--- config.mk ---
export PLATFORM = sky130hd
export DESIGN_NAME = qcounter_param
export DESIGN_NICKNAME = d
export VERILOG_FILES = /design/src/rtl/qcounter_param_pkg.sv /design/src/rtl/qcounter_param_filter.sv /design/src/rtl/qcounter_param.sv
export SDC_FILE = /design/constraint.sdc
export NUM_CORES = 1
export LEC_CHECK = 0
export BUFFER_PORTS_ARGS = -buffer_cell sky130_fd_sc_hd__clkbuf_2
export CAP_MARGIN = 20
export CORE_MARGIN = 10
export CORE_UTILIZATION = 43
export CTS_CLUSTER_DIAMETER = 50
export DETAILED_ROUTE_END_ITERATION = 8
export PLACE_DENSITY = 0.71
export SLEW_MARGIN = 20
export SYNTH_ARGS = -nofsm -noshare
export SYNTH_HDL_FRONTEND = slang
export SYNTH_SLANG_ARGS = --single-unit
export TNS_END_PERCENT = 10
--- constraint.sdc ---
create_clock -name clk -period 9 [get_ports clk]
set_clock_uncertainty 0.1 [all_clocks]
set_input_delay 1.35 -clock clk [delete_from_list [all_inputs] [get_ports clk]]
set_output_delay 1.35 -clock clk [all_outputs]
set_load 0.02 [all_outputs]
--- src/rtl/qcounter_param_pkg.sv ---
// Shared phase encodings, step decode and flag payload for the quadrature counter.
package qcounter_param_pkg;

  localparam logic [1:0] PH_00 = 2'b00;
  localparam logic [1:0] PH_01 = 2'b01;
  localparam logic [1:0] PH_11 = 2'b11;
  localparam logic [1:0] PH_10 = 2'b10;

  typedef enum logic [1:0] {
    STEP_NONE = 2'd0,
    STEP_UP   = 2'd1,
    STEP_DN   = 2'd2,
    STEP_ERR  = 2'd3
  } step_t;

  typedef struct packed {
    logic ovf;
    logic unf;
    logic err;
    logic idx_seen;
  } qc_flags_t;

  // Gray-code walk: 00->01->11->10->00 is up; diagonal jumps are illegal.
  function automatic step_t decode_step(input logic [1:0] prev, input logic [1:0] cur);
    step_t s;
    s = STEP_ERR;
    if (prev == cur) begin
      s = STEP_NONE;
    end else begin
      case ({prev, cur})
        {PH_00, PH_01}, {PH_01, PH_11}, {PH_11, PH_10}, {PH_10, PH_00}: s = STEP_UP;
        {PH_01, PH_00}, {PH_11, PH_01}, {PH_10, PH_11}, {PH_00, PH_10}: s = STEP_DN;
        default: s = STEP_ERR;
      endcase
    end
    return s;
  endfunction

endpackage

--- src/rtl/qcounter_param_filter.sv ---
// Two-flop synchroniser followed by an all-taps-agree hold filter for one encoder pin.
module qc_filter #(
  parameter int unsigned FILT_DEPTH = 4
) (
  input  logic clk,
  input  logic reset,
  input  logic filterce,
  input  logic din,
  output logic dout
);

  logic                  sync1;
  logic                  sync2;
  logic [FILT_DEPTH-1:0] taps;

  always_ff @(posedge clk or posedge reset) begin
    if (reset) begin
      sync1 <= 1'b0;
      sync2 <= 1'b0;
      taps  <= '0;
      dout  <= 1'b0;
    end else begin
      sync1 <= din;
      sync2 <= sync1;
      if (filterce) begin
        taps <= {taps[FILT_DEPTH-2:0], sync2};
      end
      // Output only moves once every tap agrees; mixed taps hold the last value.
      if (&taps) begin
        dout <= 1'b1;
      end else if (~|taps) begin
        dout <= 1'b0;
      end
    end
  end

endmodule

--- src/rtl/qcounter_param.sv ---
// Quadrature position counter: filtered A/B/index decode, up/down count, sticky flags,
// index homing and a byte-readable snapshot register.
module qcounter_param
  import qcounter_param_pkg::*;
#(
  parameter int unsigned      WIDTH      = 16,
  parameter int unsigned      FILT_DEPTH = 4,
  parameter logic [WIDTH-1:0] INDEX_VAL  = '0,
  localparam int unsigned     SELW       = (WIDTH > 8) ? $clog2(WIDTH / 8) : 1
) (
  input  logic             clk,
  input  logic             reset,
  input  logic             filterce,
  input  logic [1:0]       tach,
  input  logic             index,
  input  logic             invphase,
  input  logic             freeze,
  input  logic             idx_en,
  input  logic             clr,
  input  logic             clr_flags,
  input  logic             latch,
  input  logic [SELW-1:0]  rd_sel,
  output logic [7:0]       rd_data,
  output logic [WIDTH-1:0] count,
  output logic             ovf,
  output logic             unf,
  output logic             err,
  output logic             idx_seen
);

  localparam int unsigned NBYTES = WIDTH / 8;

  logic       a_f;
  logic       b_f;
  logic       idx_f;
  logic       idx_last;
  logic [1:0] ph_new;
  logic [1:0] ph_last;
  step_t      step;
  logic       idx_load;
  logic       step_apply;
  qc_flags_t  flags_q;
  qc_flags_t  flags_set;
  logic [WIDTH-1:0] snap;

  qc_filter #(.FILT_DEPTH(FILT_DEPTH)) u_filt_a (
    .clk(clk), .reset(reset), .filterce(filterce), .din(tach[0]), .dout(a_f)
  );
  qc_filter #(.FILT_DEPTH(FILT_DEPTH)) u_filt_b (
    .clk(clk), .reset(reset), .filterce(filterce), .din(tach[1]), .dout(b_f)
  );
  qc_filter #(.FILT_DEPTH(FILT_DEPTH)) u_filt_idx (
    .clk(clk), .reset(reset), .filterce(filterce), .din(index), .dout(idx_f)
  );

  // Decode and qualify this cycle's step, index load and flag sets.
  always_comb begin
    ph_new     = invphase ? {a_f, b_f} : {b_f, a_f};
    step       = decode_step(ph_last, ph_new);
    idx_load   = idx_en & idx_f & ~idx_last;
    step_apply = ~clr & ~idx_load & ~freeze;
    flags_set  = '0;
    flags_set.ovf      = step_apply && (step == STEP_UP) && (&count);
    flags_set.unf      = step_apply && (step == STEP_DN) && (count == '0);
    flags_set.err      = (step == STEP_ERR);
    flags_set.idx_seen = idx_load & ~clr;
  end

  always_ff @(posedge clk or posedge reset) begin
    if (reset) begin
      ph_last  <= PH_00;
      idx_last <= 1'b0;
      count    <= '0;
      snap     <= '0;
      flags_q  <= '0;
    end else begin
      ph_last  <= ph_new;
      idx_last <= idx_f;
      if (clr) begin
        count <= '0;
      end else if (idx_load) begin
        count <= INDEX_VAL;
      end else if (!freeze) begin
        case (step)
          STEP_UP: count <= count + WIDTH'(1);
          STEP_DN: count <= count - WIDTH'(1);
          default: count <= count;
        endcase
      end
      // A set in the same cycle as clr_flags wins.
      flags_q <= (flags_q & ~{4{clr_flags}}) | flags_set;
      if (latch) begin
        snap <= count;
      end
    end
  end

  assign ovf      = flags_q.ovf;
  assign unf      = flags_q.unf;
  assign err      = flags_q.err;
  assign idx_seen = flags_q.idx_seen;

  always_comb begin
    rd_data = 8'h00;
    for (int i = 0; i < NBYTES; i++) begin
      if (rd_sel == SELW'(i)) begin
        rd_data = snap[i*8 +: 8];
      end
    end
  end

endmodule

Word-level counts from Yosys, hierarchy flattened. Memory sizes are Yosys's and may differ from the RTL's. Index checks and enable logic that the tools add are counted.

Memories: 1. Input port bits: 13. Output and inout port bits: 28. ROM bits: 32. Bits in registers: 60.

Memories: (name not given) (words 16, width 2, read ports 1, clocked after memory_dff 0, wr ports 0, line qcounter_param_pkg.sv:30) `case ({prev, cur})`.

Multiplexer cells: 13. Add/subtract/negate cells: 2. Reductions and logical operators: 14. Equality and inequality tests: 8. Bitwise logic cells: 12.

Operators with widths (number): 2-to-1 mux 16 bit (3); one-hot mux 16 bit (2 select lines) (1); adder 16 x 1 -> 16 bit (second input constant) (1); zero test 16 bit (1); AND reduction 16 bit (1); subtractor 16 x 1 -> 16 bit (second input constant) (1); AND reduction 4 bit (3); OR reduction 4 bit (3); 2-to-1 mux 8 bit (1); 2-to-1 mux 1 bit (6); inequality test 2 x 1 -> 1 bit (second input constant) (3); bitwise AND 1 bit (5); bitwise AND 4 bit (1); == test 2 bit (second input constant) (2); logical AND 1 bit (4); 2-to-1 mux 2 bit (2); NOT 1 bit (4); NOT 4 bit (1); OR 4 bit (1); nonzero test 4 bit (1); inequality test 3 x 1 -> 1 bit (second input constant) (1); == test 2 x 1 -> 1 bit (second input constant) (1); == test 2 bit (1); AND reduction 2 bit (1).

Longest topological paths before layout. Gate-level depths: netlist of the first run.

Depth after elaboration: 8. Depth in mapped cells: 18. Gate-level depth less buffers: 14.

By module. A second synthesis of the first run with hierarchy kept.

Cell total of the unflattened synthesis: 361. Area, all modules: 3572.2 um^2.

Modules (own cells, without submodules): qcounter_param (sequential area each 975.9 um^2, times used 1, area each 2821.5 um^2, cells each 316); qc_filter (sequential area each 175.2 um^2, times used 3, area each 250.2 um^2, cells each 15).

Worst setup path before layout of the first run. Ideal clock, no wire load.

Path kind: input -> register. From: in invphase. To: reg count[6]. Buffers on the path: 4. Arrival: 4500 ps. Path slack: 4322 ps. Required time: 8821 ps. Stages: 16. Cell sequence: xnor2_1 > mux2_2 > o21ai_0 > ha_1 > buf_2 > buf_2 > buf_2 > buf_2 > xor2_1 > ha_1 > nor3_1 > o21ba_2 > o41ai_1 > a222oi_1 > or3_1 > a21oi_1.

Word-level cells in the longest chain between the ends: 8. Elaborated cells between the ends (all ways): 12. Those cells by class: eq/ne: 3; mux: 6; reduce/logical: 2; memory: 1.

RTL lines: from (decl) (line qcounter_param.sv:16) `input logic invphase,`; 2-to-1 mux 2 bit * (line qcounter_param.sv:58) `ph_new = invphase ? {a_f, b_f} : {b_f, a_f};`; memory (16 x 2 bit) or == test 2 bit (tied branches); 2-to-1 mux 2 bit * (line qcounter_param_pkg.sv:27) `if (prev == cur) begin`; == test 2 bit or == test 2 x 1 -> 1 bit (tied branches) (line qcounter_param.sv:84) `case (step)`; one-hot mux 16 bit (2 select lines) (line qcounter_param.sv:84); 2-to-1 mux 16 bit (line qcounter_param.sv:83) `end else if (!freeze) begin`; 2-to-1 mux 16 bit (line qcounter_param.sv:81) `end else if (idx_load) begin`; 2-to-1 mux 16 bit (line qcounter_param.sv:79) `if (clr) begin`; to (signal assigned) (line qcounter_param.sv:85) `STEP_UP: count <= count + WIDTH'(1);`; to (signal assigned) (line qcounter_param.sv:86) `STEP_DN: count <= count - WIDTH'(1);`; to (signal assigned) (line qcounter_param.sv:87) `default: count <= count;`; to (decl) (line qcounter_param.sv:24) `output logic [WIDTH-1:0] count,`.

Mark *: on every way between the ends. The rest lies on a longest branch, timed or not. The select of a mux whose other input is x is not followed. A chain may end at the register's enable or synchronous reset.

Final worst setup path of the first run.
From: in invphase. To: reg count[12].

The elaborated chain is that of the path after synthesis.

==> run metrics, run 1 <==
Global Route Usage Sum=about 15%; LEAKAGE=around 1.8 nW; die span in x=112 um; final hold vios=0; WP data arrival=roughly 4.5 ns; relative max-transition margin=between 30 and 40%; final setup fails=0; peak supply drop=~0.00015 V; Peak Freq=225 MHz; reg2reg setup slack=approximately 5.3 ns; Final min period=4.44 ns; gr ovfl total=0; RSZ-0062 raised after global routing=false; Post-DP Area=roughly 0.0039 mm^2; die area=about 0.012 mm^2; initial detailed-routing violation count=304; detailed-route via count=between 3000 and 4000; P_int=629 uW; ANT nets after route=0; routability cong.=between 0.9 and 1; Synth Net Count=between 300 and 400; CTS tree=yes; drt pass-1 iters=5; syn_area_per_cell=9.68 um^2; FFs w/ async S/R, synth=100%; routed len/inst=18.0 um; Total Wirelength=roughly 9000 um; CTS Buffer Depth=2; # resized after CTS=0; clk root buf=clkbuf_8; Seq. cell area=roughly 0.0015 mm^2; Cell Pwr Density=between 200 and 300 mW/mm^2; multi-input logic area=~0.002 mm^2; final non-filler cell area=a little over 0.004 mm^2; Tcrit/Tclk final=between 40% and 50%; first-pass GRT wire length=about 15000 um; clock power share=roughly 22%; combinational share of power=between 40% and 50%; Fin Hold WS=~0.25 ns; Sink Count=60; Crit Path Class=in -> reg; post-route setup TNS=0 ns; Setup crit end kind=flip-flop; I/O Pins=just over 40; drc violations=0; Initial Util=44.0%; synthesized flop and latch total=60; Rows=33; CTS clock-pin slew for the worst setup and hold paths=approximately 0.08 ns; critical-path maximum fanout=43; initial antenna violation count=0; Synth Flop Type=dfrtp_1; share of cells above drive strength 1=a little over a quarter; hpwl dp=~6400 um; Syn. warnings=0; H-tree levels=3; Flop pwr share=between 30% and 40%; Post-CTS Hold Fix Bufs=0; Diodes inserted=0; Layout area overhead=12.1%; post-synth cell types=between 60 and 70; setup bufs post-CTS=0; Num CTS Buffers=9; Chip Height=between 100 and 150 um; via density per instance=6.01; Seq/Total Area, Yosys=41.5%; fill count=just under 800; Slew Viols, Final=0; Synth Instances=374; worst skew pair latency=about 0.35 ns; port bufs=40; Synth Cell Area=approximately 0.0036 mm^2; nets=420; CORE AREA=a little over 0.008 mm^2; largest net degree at the start of global routing=61; Hold Path Class=reg -> reg; slew at the pin closest to its max-slew limit=approximately 0.91 ns; Switching Share=between 40% and 50%; run status=finished, final reports clean; crit start category=input pin; Tot Pwr=roughly 1.1 mW; CP required=between 9 and 10 ns; vias in the first global route=between 2000 and 3000; EDFF count, synth=0; Psw=between 400 and 500 uW; Max Cap Viol=0
## area by class of cell
type                            instances  area share, %
Clock inverter                          6           1.79
Sequential cell                        60           37.0
Inverter                               14           1.30
Clock buffer                           10           3.15
Multi-Input combinational cell        273           48.2
Tap cell                              105           3.24
Timing Repair Buffer                   42           5.31
## cells in the final DEF (no fill, tap or decap), types with 4 or more instances in the layout
| master | synthesis | routed |
|---|---|---|
| or3_1 | 10 | 10 |
| nand4_1 | 4 | 4 |
| nor2_1 | 21 | 21 |
| o211ai_1 | 5 | 5 |
| a31oi_1 | 4 | 4 |
| nand2_1 | 28 | 28 |
| clkbuf_8 | 0 | 9 |
| a21oi_1 | 20 | 20 |
| dfrtp_1 | 60 | 60 |
| nor3_1 | 9 | 9 |
| ha_1 | 7 | 7 |
| mux2_2 | 39 | 39 |
| nor2b_1 | 4 | 4 |
| nand3_1 | 10 | 10 |
| o21ai_0 | 21 | 21 |
| xnor2_1 | 8 | 8 |
| clkbuf_2 | 0 | 40 |
| nor4_1 | 9 | 9 |
| o31ai_1 | 4 | 4 |
| inv_1 | 13 | 12 |
## worst paths after layout
| path | from | end | cells after the start |
|---|---|---|---|
| worst max register to register | ph_last[0]$_DFF_PP0_ | count[12]$_DFFE_PP0P_ | 13 |
| max in group asynchronous | reset | count[3]$_DFFE_PP0P_ | 3 |
| min in group asynchronous | reset | u_filt_b.sync1$_DFF_PP0_ | 3 |
| worst min-delay path | u_filt_a.sync1$_DFF_PP0_ | u_filt_a.sync2$_DFF_PP0_ | 0 |
| worst min register to register | u_filt_a.sync1$_DFF_PP0_ | u_filt_a.sync2$_DFF_PP0_ | 0 |
| worst max-delay path | invphase | count[12]$_DFFE_PP0P_ | 14 |
## cell families after synthesis
group / share of synthesized area (%)
AO/OA/AOI/OAI: 19.4
XOR/XNOR: 2.66
adder cells (fa/ha/maj): 2.42
buffers and inverters: 4.46
flip-flops: 41.5
multiplexers: 12.4
AND/OR/NAND/NOR: 17.2
## through the flow
step	utilization [%]	worst slack, ns	std cells
after floorplan	-	4.32	374
after global placement	46.9	4.45	494
after detailed placement	46.9	4.33	494
after CTS	49.4	4.70	510
after global routing	49.4	4.23	510
final	49.4	4.56	510
## synthesized netlist by cell type, drive strengths merged (2+ instances only)
cell type | count | share of area (%)
nor2b | 4 | 0.69
a22oi | 3 | 0.62
buf | 8 | 1.0
nand3b | 2 | 0.41
o22ai | 3 | 0.52
nand4b | 3 | 0.73
or3 | 10 | 1.7
inv | 14 | 1.5
xor2 | 3 | 0.73
nand2 | 28 | 2.9
a21boi | 2 | 0.73
o221ai | 3 | 0.90
a21oi | 20 | 2.8
nor4b | 2 | 0.48
o21a | 3 | 0.62
o21ai | 24 | 3.3
dfrtp | 60 | 41
and3 | 2 | 0.35
nor3 | 10 | 1.5
nor3b | 3 | 0.62
a31oi | 4 | 0.69
nor2 | 21 | 2.2
o211ai | 6 | 1.4
o31ai | 4 | 0.83
nand4 | 4 | 0.69
clkbuf | 19 | 2.0
xnor2 | 8 | 1.9
nand3 | 10 | 1.4
or3b | 2 | 0.48
nand2b | 3 | 0.52
o211a | 2 | 0.55
ha | 7 | 2.4
nor4 | 9 | 1.6
o31a | 2 | 0.48
a211oi | 3 | 0.62
a211o | 3 | 0.73
mux2 | 39 | 12
a21o | 2 | 0.41
## power by group through the flow
stage	registers, mW	logic, mW	clock network, mW
2_1_floorplan	0.383	0.358	0
3_3_place_gp	0.402	0.443	0
3_5_place_dp	0.405	0.450	0
4_1_cts	0.400	0.452	0.254
5_1_grt	0.411	0.502	0.265
6_report	0.402	0.455	0.247
## layer usage
layer / share of wire [%] / vias up / GRT usage (%) / wire, um
met3: 8.1 / 16 / 4.24 / 742
met2: 47 / 138 / 24.1 / 4320
met1: 43 / 1480 / 18.0 / 3980
met5: 0 / - / 0 / 0
met4: 1.5 / 0 / 3.86 / 136
li1: - / 1431 / - / -
## flip-flops by register name (all words and copies together) (netlist names), 2 cells and up
signal	cells
u_filt_a.taps	4
ph_last	2
u_filt_b.taps	4
snap	16
u_filt_idx.taps	4
count	16
## critical path, cell delays in order
cell	delay, ns
clkbuf_2	0.13
xnor2_1	0.16
mux2_2	0.26
o21ai_0	0.31
ha_1	0.21
buf_4	0.37
xor2_1	0.18
ha_1	0.20
a21boi_1	0.23
o22ai_1	0.17
nor4b_1	0.53
a211o_1	0.22
nand3_1	0.07
nor3b_1	0.14
No activity file was read; power rests on OpenSTA's default activity.
==> inputs of run 2 (changes only) <==
- PLACE_DENSITY: 0.71 -> 0.73
- clock period: 9 -> 3.6 ns (I/O delays scaled with it)
==> run metrics, run 2 (synthesis results as in run 1) <==
nets=425 (was 420); Flop pwr share=35.5% (was 36.4%); CTS clock-pin slew for the worst setup and hold paths=0.07 ns (was 0.08 ns); setup bufs post-CTS=0 (unchanged); Crit Path Class=reg -> reg (was in -> reg); drc violations=0 (unchanged); Setup crit end kind=flip-flop (unchanged); Hold Path Class=in -> async (was reg -> reg); Psw=1.23 mW (was 475 uW); reg2reg setup slack=0.39 ns (was 5.30 ns); P_int=1.62 mW (was 629 uW); commonest non-fill, non-tap cell in the layout=dfrtp_1 (unchanged); dpl ws=0.177 ns (was 4.33 ns); initial antenna violation count=0 (unchanged); Post-CTS Hold Fix Bufs=0 (unchanged); CTS tree=yes (unchanged); via density per instance=6.11 (was 6.01); final hold vios=0 (unchanged); Layout area overhead=13.5% (was 12.1%); fill count=742 (was 775); CORE AREA=0.00822 mm^2 (unchanged); Global Route Usage Sum=15.2% (was 14.5%); CP required=3.69 ns (was 9.09 ns); Initial Util=44.0% (unchanged); final setup fails=0 (unchanged); I/O Pins=41 (unchanged); crit path launch=u_filt_a.dout$_DFFE_PP0P_ (was invphase); Peak Freq=roughly 310 MHz; Tcrit/Tclk final=about nine tenths; r2r endpoint=count[15]$_DFFE_PP0P_ (was count[12]$_DFFE_PP0P_); LEAKAGE=1.81 nW (was 1.79 nW); Final min period=approximately 3.2 ns; Cell Pwr Density=693 mW/mm^2 (was 272 mW/mm^2); die area=0.0125 mm^2 (unchanged); Diodes inserted=0 (unchanged); H-tree levels=3 (unchanged); Largest regs=count x16, snap x16 (unchanged); reg2reg start=u_filt_a.dout$_DFFE_PP0P_ (was ph_last[0]$_DFF_PP0_); routed len/inst=18.6 um (was 18.0 um); die span in x=112 um (unchanged); first-pass GRT wire length=15900 um (was 15100 um); CTS Buffer Depth=2 (unchanged); Slew Viols, Final=0 (unchanged); vias in the first global route=3147 (was 2996); Total Wirelength=9560 um (was 9180 um); CP Capture Point=count[15]$_DFFE_PP0P_ (was count[12]$_DFFE_PP0P_); clock power share=21.3% (was 22.4%); routability cong.=0.943 (was 0.960); Post-DP Area=0.00392 mm^2 (was 0.00386 mm^2); run status=finished, final reports clean (unchanged); Num CTS Buffers=9 (unchanged); relative max-transition margin=46.6% (was 39.6%); clk root buf=clkbuf_8 (unchanged); post-route setup TNS=0 ns (unchanged); detailed-route via count=3148 (was 3065); Chip Height=112 um (unchanged); peak supply drop=0.000360 V (was 0.000153 V); Tot Pwr=2.85 mW (was 1.10 mW); ANT nets after route=0 (unchanged); Sink Count=60 (unchanged); gr ovfl total=0 (unchanged); fin util=50.0% (was 49.4%); slew at the pin closest to its max-slew limit=0.801 ns (was 0.906 ns); combinational share of power=43.2% (was 41.2%); initial detailed-routing violation count=281 (was 304); drt pass-1 iters=5 (unchanged); worst skew pair latency=0.34 ns (was 0.35 ns); Switching Share=43.1% (was 43.0%); setup ws final=0.388 ns (was 4.56 ns); Max Cap Viol=0 (unchanged); share of cells above drive strength 1=28.3% (was 26.7%); Reg2Reg Depth=12 (was 13); crit start category=flip-flop (was input pin); final non-filler cell area=0.00411 mm^2 (was 0.00406 mm^2); most frequent cells in the layout=dfrtp_1, clkbuf_2, mux2_2, nand2_1, nor2_1 (was dfrtp_1, clkbuf_2, mux2_2, nand2_1); port bufs=40 (unchanged); # resized after CTS=0 (unchanged); hpwl dp=6720 um (was 6350 um); critical-path maximum fanout=41 (was 43); Rows=33 (unchanged); WP data arrival=3.31 ns (was 4.53 ns); RSZ-0062 raised after global routing=false (unchanged); largest net degree at the start of global routing=42 (was 61)
-- run 2: cell types whose count changed in the layout (fill, tap and decap cells not counted), sizes merged --
cell,delta
buf,+5
clkinvlp,+1
inv,-1
-- run 2: worst min path at each step --
stage / slack, ns / to / startpoint / cells after the start
floorplan: 0.23 / u_filt_a.sync2$_DFF_PP0_ / u_filt_a.sync1$_DFF_PP0_ / 0
global placement: 0.23 / u_filt_a.sync2$_DFF_PP0_ / u_filt_a.sync1$_DFF_PP0_ / 0
detailed placement: 0.24 / u_filt_idx.sync2$_DFF_PP0_ / u_filt_idx.sync1$_DFF_PP0_ / 0
CTS: 0.17 / u_filt_idx.sync1$_DFF_PP0_ / reset / 2
global route: 0.18 / u_filt_b.sync1$_DFF_PP0_ / tach[1] / 1
finish: 0.15 / u_filt_idx.sync1$_DFF_PP0_ / reset / 2
-- run 2: power groups by stage --
stage | Clock [mW] | Sequential [mW] | Combinational (mW)
after floorplan | 0 | 0.960 | 0.913
after global placement | 0 | 1.01 | 1.19
after detailed placement | 0 | 1.02 | 1.21
after CTS | 0.619 | 1.00 | 1.22
after global routing | 0.651 | 1.03 | 1.35
final | 0.607 | 1.01 | 1.23
-- run 2: layout make-up --
cell class	instances	area (um^2)	share of cell area, %
repair buffers	47	265	6.46
flip-flops and latches	60	1500	36.6
inverters	14	52.6	1.28
clock buffers	10	128	3.11
multi-input cells	273	1970	47.9
clock inverters	6	63.8	1.55
well taps	105	131	3.20
-- run 2: worst max-delay path, cell delays in order (launching register included) --
cell	delay, ns
dfrtp_1	0.47
inv_1	0.14
o21ai_0	0.18
nand2_1	0.09
o21ai_2	0.12
ha_2	0.26
buf_12	0.21
xnor2_1	0.09
o21ai_1	0.50
o221ai_2	0.25
a2111oi_4	0.41
o31a_1	0.19
nor3_2	0.04
-- run 2: routing by layer --
layer | global-route usage, % | up-vias | wire (um)
met5 | 0 | - | 0
li1 | - | 1446 | -
met2 | 24.4 | 156 | 4560
met3 | 4.99 | 21 | 827
met4 | 6.17 | 0 | 189
met1 | 18.3 | 1525 | 3980
-- run 2: stage by stage --
stage,instances,hold slack [ns]
5_1_grt,515,0.182
3_3_place_gp,499,0.233
2_1_floorplan,374,0.231
4_1_cts,515,0.168
3_5_place_dp,499,0.240
6_report,515,0.146
==> inputs of run 3 (changes only) <==
- MAX_ROUTING_LAYER: unset -> met4
==> run metrics, run 3 (synthesis results as in run 1) <==
run status=finished, final reports clean (unchanged); Psw=1.23 mW (about the same); share of cells above drive strength 1=28.7% (was 28.3%); initial detailed-routing violation count=288 (was 281); clock power share=23.8% (was 21.3%); Final min period=3.15 ns (was 3.21 ns); CP required=3.70 ns (was 3.69 ns); CORE AREA=0.00822 mm^2 (unchanged); slew at the pin closest to its max-slew limit=0.794 ns (was 0.801 ns); first-pass GRT wire length=15800 um (was 15900 um); non-filler cells, final=516 (was 515); die span in x=112 um (unchanged); routed len/inst=18.3 um (was 18.6 um); Post-CTS Hold Fix Bufs=0 (unchanged); drc violations=0 (unchanged); Switching Share=42.0% (was 43.1%); P_int=1.69 mW (was 1.62 mW); Crit Path Class=reg -> reg (unchanged); crit start category=flip-flop (unchanged); Total Wirelength=9450 um (was 9560 um); most frequent cells in the layout=dfrtp_1, clkbuf_2, mux2_2, nand2_1, nor2_1 (unchanged); CTS clock-pin slew for the worst setup and hold paths=0.08 ns (was 0.07 ns); nets=426 (was 425); Global Route Usage Sum=15.7% (was 15.2%); final non-filler cell area=0.00415 mm^2 (was 0.00411 mm^2); Setup crit end kind=flip-flop (unchanged); Post-DP Area=0.00392 mm^2 (about the same); Peak Freq=317 MHz (was 311 MHz); CTS tree=yes (unchanged); ANT nets after route=0 (unchanged); Slew Viols, Final=0 (unchanged); Hold Path Class=in -> async (unchanged); setup bufs post-CTS=0 (unchanged); RSZ-0062 raised after global routing=false (unchanged); port bufs=40 (unchanged); worst skew pair latency=0.35 ns (was 0.34 ns); Layout area overhead=14.6% (was 13.5%); Sink Count=60 (unchanged); final setup fails=0 (unchanged); Cell Pwr Density=704 mW/mm^2 (was 693 mW/mm^2); Num CTS Buffers=9 (unchanged); clk root buf=clkbuf_8 (unchanged); Fin Hold WS=0.0977 ns (was 0.146 ns); detailed-route via count=3082 (was 3148); Tcrit/Tclk final=87.6% (was 89.2%); WP data arrival=3.25 ns (was 3.31 ns); routability cong.=0.941 (was 0.943); CTS Buffer Depth=2 (unchanged); fill count=757 (was 742); final hold vios=0 (unchanged); DP Cell Count=500 (was 499); post-route setup TNS=0 ns (unchanged); critical-path maximum fanout=41 (unchanged); H-tree levels=3 (unchanged); dpl ws=0.189 ns (was 0.177 ns); Chip Height=112 um (unchanged); drt pass-1 iters=5 (unchanged); I/O Pins=41 (unchanged); via density per instance=5.97 (was 6.11); largest net degree at the start of global routing=42 (unchanged); vias in the first global route=3034 (was 3147); LEAKAGE=1.83 nW (was 1.81 nW); Largest regs=count x16, snap x16 (unchanged); # resized after CTS=0 (unchanged); peak supply drop=0.000373 V (was 0.000360 V); Rows=33 (unchanged); hpwl dp=6740 um (was 6720 um); combinational share of power=41.8% (was 43.2%); gr ovfl total=0 (unchanged); relative max-transition margin=47.1% (was 46.6%); Flop pwr share=34.4% (was 35.5%); Diodes inserted=0 (unchanged); Max Cap Viol=0 (unchanged); commonest non-fill, non-tap cell in the layout=dfrtp_1 (unchanged); Initial Util=44.0% (unchanged); initial antenna violation count=0 (unchanged); die area=0.0125 mm^2 (unchanged); setup ws final=0.446 ns (was 0.388 ns)
run 3: metal layers:
layer  wire [um]  up-vias  global-route usage, %
met4         144        0                   4.03
met2        4500      134                   24.8
met5           0        -                      -
met1        4150     1481                   19.7
met3         663       16                   3.65
li1            -     1451                      -
run 3: critical path, stage by stage (launching register included):
cell	delay, ns
dfrtp_1	0.46
mux2_2	0.37
o21ai_2	0.16
ha_2	0.25
buf_12	0.21
or3b_2	0.50
nor2_1	0.13
o221ai_2	0.17
a2111oi_4	0.41
o31a_1	0.20
nor3_2	0.04
run 3: metrics by stage:
step           power (mW)  utilization (%)
2_1_floorplan        1.87                -
3_3_place_gp         2.19             47.8
3_5_place_dp         2.22             47.8
4_1_cts              2.92             50.5
5_1_grt              3.12             50.5
6_report             2.92             50.5
run 3: path summary, 6_finish.rpt:
| kind | startpoint | end | slack, ns | cells after the start |
|---|---|---|---|---|
| max in group asynchronous | reset | count[15]$_DFFE_PP0P_ | 2.64 | 3 |
| max reg2reg | u_filt_a.dout$_DFFE_PP0P_ | count[15]$_DFFE_PP0P_ | 0.45 | 10 |
| min in group clk | tach[0] | u_filt_a.sync1$_DFF_PP0_ | 0.20 | 1 |
| min | reset | count[9]$_DFFE_PP0P_ | 0.1 | 2 |
| max | u_filt_a.dout$_DFFE_PP0P_ | count[15]$_DFFE_PP0P_ | 0.45 | 10 |
| min reg2reg | u_filt_a.sync1$_DFF_PP0_ | u_filt_a.sync2$_DFF_PP0_ | 0.25 | 0 |
run 3: final cells by class:
class                      instances  area [um^2]  share of cell area (%)
clock inverter                     7         98.8                    2.38
multi-input combinational        273         1970                    47.4
clock buffer                       9          124                    2.99
timing repair buffer              48          273                    6.58
inverter                          14         52.6                    1.27
tap                              105          131                    3.17
sequential                        60         1500                    36.2
run 3: power groups by stage:
stage                     clock network (mW)  logic, mW  registers (mW)
after CTS                              0.708       1.22            1.00
after global routing                   0.748       1.35            1.03
after floorplan                            0      0.913           0.960
final                                  0.694       1.22            1.00
after global placement                     0       1.19            1.00
after detailed placement                   0       1.21            1.01
